==> src/rtl/ysyx_22050019_mem_arbiter.sv <==
// Two-master, one-slave arbiter for the core's single memory port.
// Master 0 is instruction fetch (read-only), master 1 is load/store.
// Only one transaction is outstanding at a time: grant -> REQ -> RESP.
// Optional macro YSYX_22050019_ARB_RR_EN: simultaneous requests in IDLE
// go to the master that did not own the previous transaction; when the
// macro is undefined, load/store always wins a tie.
module ysyx_22050019_mem_arbiter #(
    parameter int ADDR_W = 64,
    parameter int DATA_W = 64
) (
    input  logic                clk,
    input  logic                rst_n,
    input  logic                if_valid,
    input  logic [ADDR_W-1:0]   if_addr,
    output logic                if_ready,
    output logic                if_rvalid,
    output logic [DATA_W-1:0]   if_rdata,
    input  logic                ls_valid,
    input  logic                ls_wen,
    input  logic [ADDR_W-1:0]   ls_addr,
    input  logic [DATA_W-1:0]   ls_wdata,
    input  logic [DATA_W/8-1:0] ls_wmask,
    output logic                ls_ready,
    output logic                ls_rvalid,
    output logic [DATA_W-1:0]   ls_rdata,
    output logic                mem_valid,
    input  logic                mem_ready,
    output logic                mem_wen,
    output logic [ADDR_W-1:0]   mem_addr,
    output logic [DATA_W-1:0]   mem_wdata,
    output logic [DATA_W/8-1:0] mem_wmask,
    input  logic                mem_rvalid,
    input  logic [DATA_W-1:0]   mem_rdata,
    output logic                busy,
    output logic                owner
);

    typedef enum logic [1:0] {
        IDLE,
        REQ,
        RESP
    } state_e;

    state_e              state_q, state_d;
    logic                owner_q, owner_d;
    logic                wen_q, wen_d;
    logic [ADDR_W-1:0]   addr_q, addr_d;
    logic [DATA_W-1:0]   wdata_q, wdata_d;
    logic [DATA_W/8-1:0] wmask_q, wmask_d;
    logic                grantLs;
    logic                grantIf;
    logic                respFire;

    // Decide which master would win if the arbiter is idle this cycle.
    always_comb begin
`ifdef YSYX_22050019_ARB_RR_EN
        grantLs = ls_valid && (!if_valid || !owner_q);
`else
        grantLs = ls_valid;
`endif
        grantIf = if_valid && !grantLs;
    end

    // Next-state logic: capture the winner in IDLE, hold until accepted, then await the response.
    always_comb begin
        state_d = state_q;
        owner_d = owner_q;
        wen_d   = wen_q;
        addr_d  = addr_q;
        wdata_d = wdata_q;
        wmask_d = wmask_q;
        case (state_q)
            IDLE: begin
                if (grantLs) begin
                    owner_d = 1'b1;
                    wen_d   = ls_wen;
                    addr_d  = ls_addr;
                    wdata_d = ls_wdata;
                    wmask_d = ls_wmask;
                    state_d = REQ;
                end else if (grantIf) begin
                    owner_d = 1'b0;
                    wen_d   = 1'b0;
                    addr_d  = if_addr;
                    wdata_d = '0;
                    wmask_d = '0;
                    state_d = REQ;
                end
            end
            REQ: begin
                if (mem_ready) begin
                    state_d = RESP;
                end
            end
            RESP: begin
                if (mem_rvalid) begin
                    state_d = IDLE;
                end
            end
            default: state_d = IDLE;
        endcase
    end

    // State and captured-request registers; reset drops any in-flight transaction.
    always_ff @(posedge clk or negedge rst_n) begin
        if (!rst_n) begin
            state_q <= IDLE;
            owner_q <= 1'b0;
            wen_q   <= 1'b0;
            addr_q  <= '0;
            wdata_q <= '0;
            wmask_q <= '0;
        end else begin
            state_q <= state_d;
            owner_q <= owner_d;
            wen_q   <= wen_d;
            addr_q  <= addr_d;
            wdata_q <= wdata_d;
            wmask_q <= wmask_d;
        end
    end

    // A response only counts while waiting for one; stray mem_rvalid is dropped.
    assign respFire  = (state_q == RESP) && mem_rvalid;

    assign if_ready  = (state_q == IDLE) && grantIf;
    assign ls_ready  = (state_q == IDLE) && grantLs;

    assign mem_valid = (state_q == REQ);
    assign mem_wen   = wen_q;
    assign mem_addr  = addr_q;
    assign mem_wdata = wdata_q;
    assign mem_wmask = wmask_q;

    assign if_rvalid = respFire && !owner_q;
    assign ls_rvalid = respFire && owner_q;
    assign if_rdata  = if_rvalid ? mem_rdata : '0;
    assign ls_rdata  = ls_rvalid ? mem_rdata : '0;

    assign busy      = (state_q != IDLE);
    assign owner     = owner_q;

endmodule
==> config.mk <==
export PLATFORM = sky130hd
export DESIGN_NAME = ysyx_22050019_mem_arbiter
export DESIGN_NICKNAME = d
export VERILOG_FILES = /design/src/rtl/ysyx_22050019_mem_arbiter.sv
export SDC_FILE = /design/constraint.sdc
export NUM_CORES = 1
export LEC_CHECK = 0
export ABC_AREA = 1
export BUFFER_PORTS_ARGS = -buffer_cell sky130_fd_sc_hd__buf_2
export CAP_MARGIN = 30
export CELL_PAD_IN_SITES_DETAIL_PLACEMENT = 1
export CELL_PAD_IN_SITES_GLOBAL_PLACEMENT = 2
export CORE_AREA = 2 2 213 215
export DETAILED_ROUTE_END_ITERATION = 7
export DIE_AREA = 0 0 215 217
export GPL_ROUTABILITY_DRIVEN = 0
export PLACE_DENSITY_LB_ADDON = 0.1
export SLEW_MARGIN = 20
export SYNTH_ARGS = -nofsm -noshare
export SYNTH_HDL_FRONTEND = slang
export SYNTH_SLANG_ARGS = --single-unit
==> constraint.sdc <==
create_clock -name clk -period 1.7 [get_ports clk]
set_input_delay 0.34 -clock clk [delete_from_list [all_inputs] [get_ports clk]]
set_output_delay 0.34 -clock clk [all_outputs]
set_load 0.03 [all_outputs]
==> results.yml, run 1 <==
sta:
  rsz0062_at_grt: "true"
  finalMaxSlewViolations: 0
  tightest_slew_ps: 424.7
  max_freq_ghz: 0.4819
  final.setup.worst_slack_ps: -375.0
  relSlewSlack_pct: 71.69
  finalCritPeriodShare_pct: 122.1
  tns_ps: -41800
  finalSetupViolCount: 135
  period_needed_ps: 2075
  skew_ps: 14.82
  final-hold-violation-count: 0
  hold_slack_ps: 122.8
setup_path:
  cp.arrival_ps: 1730
  endpoint_kind: "output pin"
  critical_path.startpoint_type: "flip-flop"
  cp.required_ps: 1360
  crit_type: "reg2out"
  critical_path.max_fanout: 10
pwr:
  p_leak_nw: 7.669
  powerDensity_nw_per_um2: 1572
  p_sw_share_pct: 49.17
  switchingPower_mw: 10.72
  share_comb_of_total_power_pct: 55.7
  power_frac_seq_pct: 25.4
  clockPowerShare_pct: 18.9
  ir_drop_v: 0.0005390
  intPower_mw: 11.08
synth:
  synth.top_cell.area_share_pct: 49.96
  synth_area_leaders: "dfrtp_1 (50%), nand2_1 (29%), nor2_1 (7.0%)"
  synth_fp_nets: 1298
  ys_types: 13
  synth_area_leader_cell: "dfrtp_1"
  avgSynthCellArea_um2: 6.829
  async_flop_share_pct: 100.0
  synthMuxAreaShare_pct: 0
  synth_top_family_by_area: "simple AND/OR/NAND/NOR gates"
  yosysWarnings: 0
  yosysMostFrequentCell: "nand2_1"
  synth-simple-area-share_pct: 41.43
  synth_edf_count: 0
  seq_area_frac_synth_pct: 49.96
  synthXorXnorAreaFrac_pct: 0
  netlist_area_um2: 7013
  synth_common_cells: "nand2_1 (538), dfrtp_1 (140), nor2_1 (131)"
  synthCells: 1027
  synth-adder-area-share_pct: 0
  synth_seq_cells: 140
  synth_compound_area_share_pct: 0.1427
  ys.flop_type: "dfrtp_1"
grt:
  grt_max_degree: 82
  grt_busiest_layer: "met2"
  grt_pass1_wl_um: 58850
  grt_use_met3_pct: 5.199
  track_usage_pct: 16.97
  grt_util_met2_pct: 32.17
  met1_usage_pct: 17.47
  overflow: 0
  grt_pass1_vias: 9020
  antenna_found_initial: 15
cts:
  numCtsBuffers: 17
  cts_tree: "built"
  cts.htree.levels: 4
  clk_pin_slew_ps: 70
  clockRootBuffer: "clkbuf_16"
  clkLatencyLatePin_ps: 440
  cts.sinks: 140
  clk_path_buf_depth: 2
layout:
  stdcell_count: 2213
  fin_nets: 1864
  fill_cells: 5392
  syn_to_final_growth_pct: 97.82
  drive_gt1_share_pct: 48.88
  postLayoutCellArea_um2: 13870
route:
  drtIter0Drc: 374
  postRouteAntennaNets: 0
  drc: 0
  num_vias: 8688
  viasPerCell: 3.926
  wl_per_cell_um: 19.40
  first_pass_iters: 4
  routed_wl_um: 42930
placement:
  post-place-ws_ps: 44.05
  portBuffers: 542
  placed_cell_area_um2: 10620
  placed_cells: 2134
  dp_hpwl_um: 29840
die:
  io_pins: 543
  start_util_pct: 15.69
  die_area_um2: 46660
  die_x_um: 215
  fp.dieH_um: 217
  row_count: 78
  core_um2: 44700
status:
  violations: "setup timing"
  status: "finished, violations left"
min_path:
  hold_path.class: "in2reg"
run:
  max-cap-violations: 0
-- flip-flops by register name (all words and copies together) (netlist names) --
register   flops
owner          1
mem_wmask      8
mem_wdata     64
mem_wen        1
mem_addr      64
state_q        2
-- final cells by class --
| type | instances | area, µm² | area share (%) |
|---|---|---|---|
| tap | 600 | 750.7 | 5.411 |
| antenna | 7 | 17.52 | 0.1263 |
| clock buffer | 17 | 425.4 | 3.066 |
| sequential | 140 | 3503 | 25.25 |
| inverter | 73 | 289.0 | 2.083 |
| clock inverter | 15 | 197.7 | 1.425 |
| multi-input combinational | 748 | 3933 | 28.35 |
| timing repair buffer | 613 | 4757 | 34.29 |
-- metal layers --
metal / share of wire, % / vias up
met5: 0.14 / -
met4: 2.2 / 8
met3: 6.5 / 50
met2: 55 / 297
met1: 37 / 4122
li1: - / 4211
-- power groups by stage --
stage | sequential, mW | clock, mW | combinational, mW
2_1_floorplan | 8.47 | 0 | 3.45
3_3_place_gp | 5.56 | 0 | 10.6
3_5_place_dp | 5.59 | 0 | 10.6
4_1_cts | 5.55 | 4.28 | 11.6
5_1_grt | 5.74 | 4.42 | 13.1
6_report | 5.54 | 4.12 | 12.1
-- path summary, 6_finish.rpt --
check / start / end / slack, ps / cells after the start
hold reg to reg: mem_wdata[24] / mem_wdata[24] / 470 / 2
hold / removal: mem_ready / state_q[0] / 120 / 2
min in group asynchronous: rst_n / mem_addr[0] / 350 / 2
setup reg to reg: state_q[1] / owner / -110 / 12
max in group asynchronous: rst_n / mem_wdata[9] / 770 / 3
setup / recovery: state_q[0] / if_rdata[51] / -370 / 7
-- worst max-delay path, cell delays in order (launching register included) --
cell	delay (ps)
dfrtp_1	390
inv_2	70
nand4_1	90
buf_6	160
buf_12	150
buf_12	160
nor2_4	110
buf_6	140
-- cells by family after synthesis --
group	count (synthesis)
AOI/OAI and AO/OA	2
DFF	140
buffers and inverters	139
and+or+nand+nor	746
-- through the flow --
step / total power, mW / utilization (%)
final: 21.81 / 31.04
after detailed placement: 16.17 / 23.75
after global routing: 23.28 / 31.03
after floorplan: 11.92 / -
after CTS: 21.41 / 28.83
after global placement: 16.13 / 23.75
-- layout by cell type (no fill, tap or decap), drive strengths merged --
cell type / count
o21ai: 2
dfrtp: 140
nand4: 2
clkbuf: 26
nor3: 1
nand2: 538
inv: 81
clkinv: 4
bufinv: 3
nand3: 73
buf: 603
nor2: 132
dlygate4sd3: 1
diode: 7
-- what timing repair did --
item                                   CTS  global route
hold buffers                             1             0
pin swaps                                5             6
buffers inserted                        16             9
endpoints found under the hold margin   24             0
setup endpoints to repair              134           245
gates resized for setup                413           166
cloned                                   7            12
Power figures use the tool's default switching activity.
==> inputs of run 2 (changes only) <==
--- a/config.mk
+++ b/config.mk
@@ -11,10 +11,12 @@
 export CELL_PAD_IN_SITES_DETAIL_PLACEMENT = 1
 export CELL_PAD_IN_SITES_GLOBAL_PLACEMENT = 2
 export CORE_AREA = 2 2 213 215
+export CTS_CLUSTER_DIAMETER = 150
 export DETAILED_ROUTE_END_ITERATION = 7
 export DIE_AREA = 0 0 215 217
 export GPL_ROUTABILITY_DRIVEN = 0
 export PLACE_DENSITY_LB_ADDON = 0.1
+export SETUP_SLACK_MARGIN = 0.2
 export SLEW_MARGIN = 20
 export SYNTH_ARGS = -nofsm -noshare
 export SYNTH_HDL_FRONTEND = slang
==> run 2 against run 1 <==
Sequential share of layout area up 0.39 points. The run still ends with setup timing left. Combinational power hardly changed. Final area decreased by 1.5%. Register-to-register slack better by 160 ps. Sequential cell count stayed put. Sequential power barely moved. Critical path depth fell by 1. Largest cell class unchanged. Count of clock-buffer cells in the layout rose by 3.
==> results.yml, run 2 (synthesis gave the netlist of run 1 again) <==
route:
  num_vias: 8664
  drtIter0Drc: 313
  routed_wl_um: 42410
  wl_per_cell_um: 19.21
  met2_length_um: 23490
  viasPerCell: 3.926
  first_pass_iters: 4
  met1_length_um: 15050
  top_layer: "met5"
  met3WireLength_um: 2660
  postRouteAntennaNets: 0
  drc: 0
sta:
  max_freq_ghz: 0.4756
  finalSetupViolCount: 134
  tightest_slew_ps: 453.1
  final-hold-violation-count: 0
  skew_ps: 8.408
  relSlewSlack_pct: 69.79
  hold_slack_ps: 101.3
  finalCritPeriodShare_pct: 123.7
  final.setup.worst_slack_ps: -402.7
  period_needed_ps: 2103
  rsz0062_at_grt: "true"
  finalMaxSlewViolations: 0
setup_path:
  r2r_cells: 10
  cp.arrival_ps: 1760
  reg2reg_from: "state_q[1]"
  crit_type: "reg2out"
  crit_top_cell: "buf_6"
  cp_slowest_cell: "dfrtp_1"
  critical-path-max-stage-delay_ps: 390
  critical_path.max_fanout: 11
  crit_end: "ls_rdata[49]"
  reg2reg_to: "mem_addr[63]"
  crit_start: "state_q[0]"
  endpoint_kind: "output pin"
  cp.required_ps: 1360
  reg2reg_slack_ps: 50
  critical_path.startpoint_type: "flip-flop"
  crit_chain: "inv_2 -> nand4_1 -> buf_6 -> buf_16 -> nor2_4 -> buf_6"
grt:
  grt_max_degree: 65
  grt_pass1_vias: 9153
  track_usage_pct: 17.50
  antenna_found_initial: 19
  grt_pass1_wl_um: 60330
  overflow: 0
cts:
  cts.htree.levels: 4
  numCtsBuffers: 17
  clk_pin_slew_ps: 60
  cts.sinks: 140
  cts_tree: "built"
  clkLatencyLatePin_ps: 450
  clk_path_buf_depth: 2
  clockRootBuffer: "clkbuf_16"
placement:
  placed_cell_area_um2: 11080
  dp_hpwl_um: 31060
  portBuffers: 542
pwr:
  p_leak_nw: 7.571
  ir_drop_v: 0.0007050
  powerDensity_nw_per_um2: 1604
die:
  row_count: 78
  core_um2: 44700
  start_util_pct: 15.69
  io_pins: 543
  fp.dieH_um: 217
  die_area_um2: 46660
  die_x_um: 215
status:
  status: "finished, violations left"
  violations: "setup timing"
layout:
  final_common_cell: "nand2_1"
  final_cell_mix: "nand2_1 (531), buf_2 (406), buf_6 (146), dfrtp_1 (138), nor2_4 (115)"
  postLayoutCellArea_um2: 13670
  syn_to_final_growth_pct: 94.92
  drive_gt1_share_pct: 49.00
  fin_nets: 1856
run:
  max-cap-violations: 0
min_path:
  hold_path.class: "in2reg"
[run 2: cell types whose count changed in the layout (fill, tap and decap cells not counted), moves of 6 or more]
cell / change
buf_12: -9
nor2_2: +15
nor2_4: -15
buf_6: +6
[run 2: timing repair]
action                     in CTS  in global routing
gates resized for setup       236                187
hold endpoints to repair      140                  0
setup buffers                  12                  7
gates cloned                    9                  5
pin swaps                       5                  7
hold buffers                    1                  0
setup endpoints to repair     261                273
[run 2: where the power goes]
part	internal (mW)	switching, mW	leakage, nW	total, mW
logic	4.08	8.29	5.51	12.4
registers	4.82	0.747	1.77	5.57
clock network	2.40	1.60	0.297	4.00
total	11.3	10.6	7.57	21.9
[run 2: stage by stage]
step / setup slack (ps) / setup TNS [ps] / cells / utilization (%) / power [mW]
2_1_floorplan: 77.92 / 0 / 1027 / - / 12.13
3_3_place_gp: 36.42 / 0 / 2132 / 24.78 / 16.24
3_5_place_dp: 16.42 / 0 / 2132 / 24.78 / 16.30
4_1_cts: -413.6 / -46300 / 2186 / 28.56 / 21.63
5_1_grt: -499.7 / -57970 / 2202 / 30.55 / 23.42
6_report: -402.7 / -44680 / 2207 / 30.58 / 21.93
[run 2: layer usage]
layer / track usage [%] / up-vias
met4: 6.414 / 10
met2: 34.19 / 309
li1: - / 4190
met1: 17.69 / 4094
met5: 0 / -
met3: 4.640 / 61
[run 2: worst min-delay path by stage]
stage,startpoint,endpoint,slack [ps],depth (start not counted)
floorplan,rst_n,mem_addr[0],40,0
global placement,rst_n,mem_addr[0],190,1
detailed placement,rst_n,mem_addr[0],190,1
CTS,mem_ready,state_q[0],70,2
global route,ls_wdata[57],mem_wdata[57],100,3
finish,mem_ready,state_q[0],100,2
[run 2: layout make-up]
| type | count | area, µm² |
|---|---|---|
| Antenna cell | 9 | 22.52 |
| Clock buffer | 20 | 456.7 |
| Clock inverter | 12 | 162.7 |
| Fill cell | 5445 | 31030 |
| Inverter | 73 | 279.0 |
| Multi-Input combinational cell | 748 | 3872 |
| Sequential cell | 140 | 3506 |
| Tap cell | 600 | 750.7 |
| Timing Repair Buffer | 605 | 4619 |
[run 2: critical path, delay by kind of cell (launching register included)]
kind	cells	cell delay, ps
buf+inv	4	620
flops	1	390
simple gates	2	280
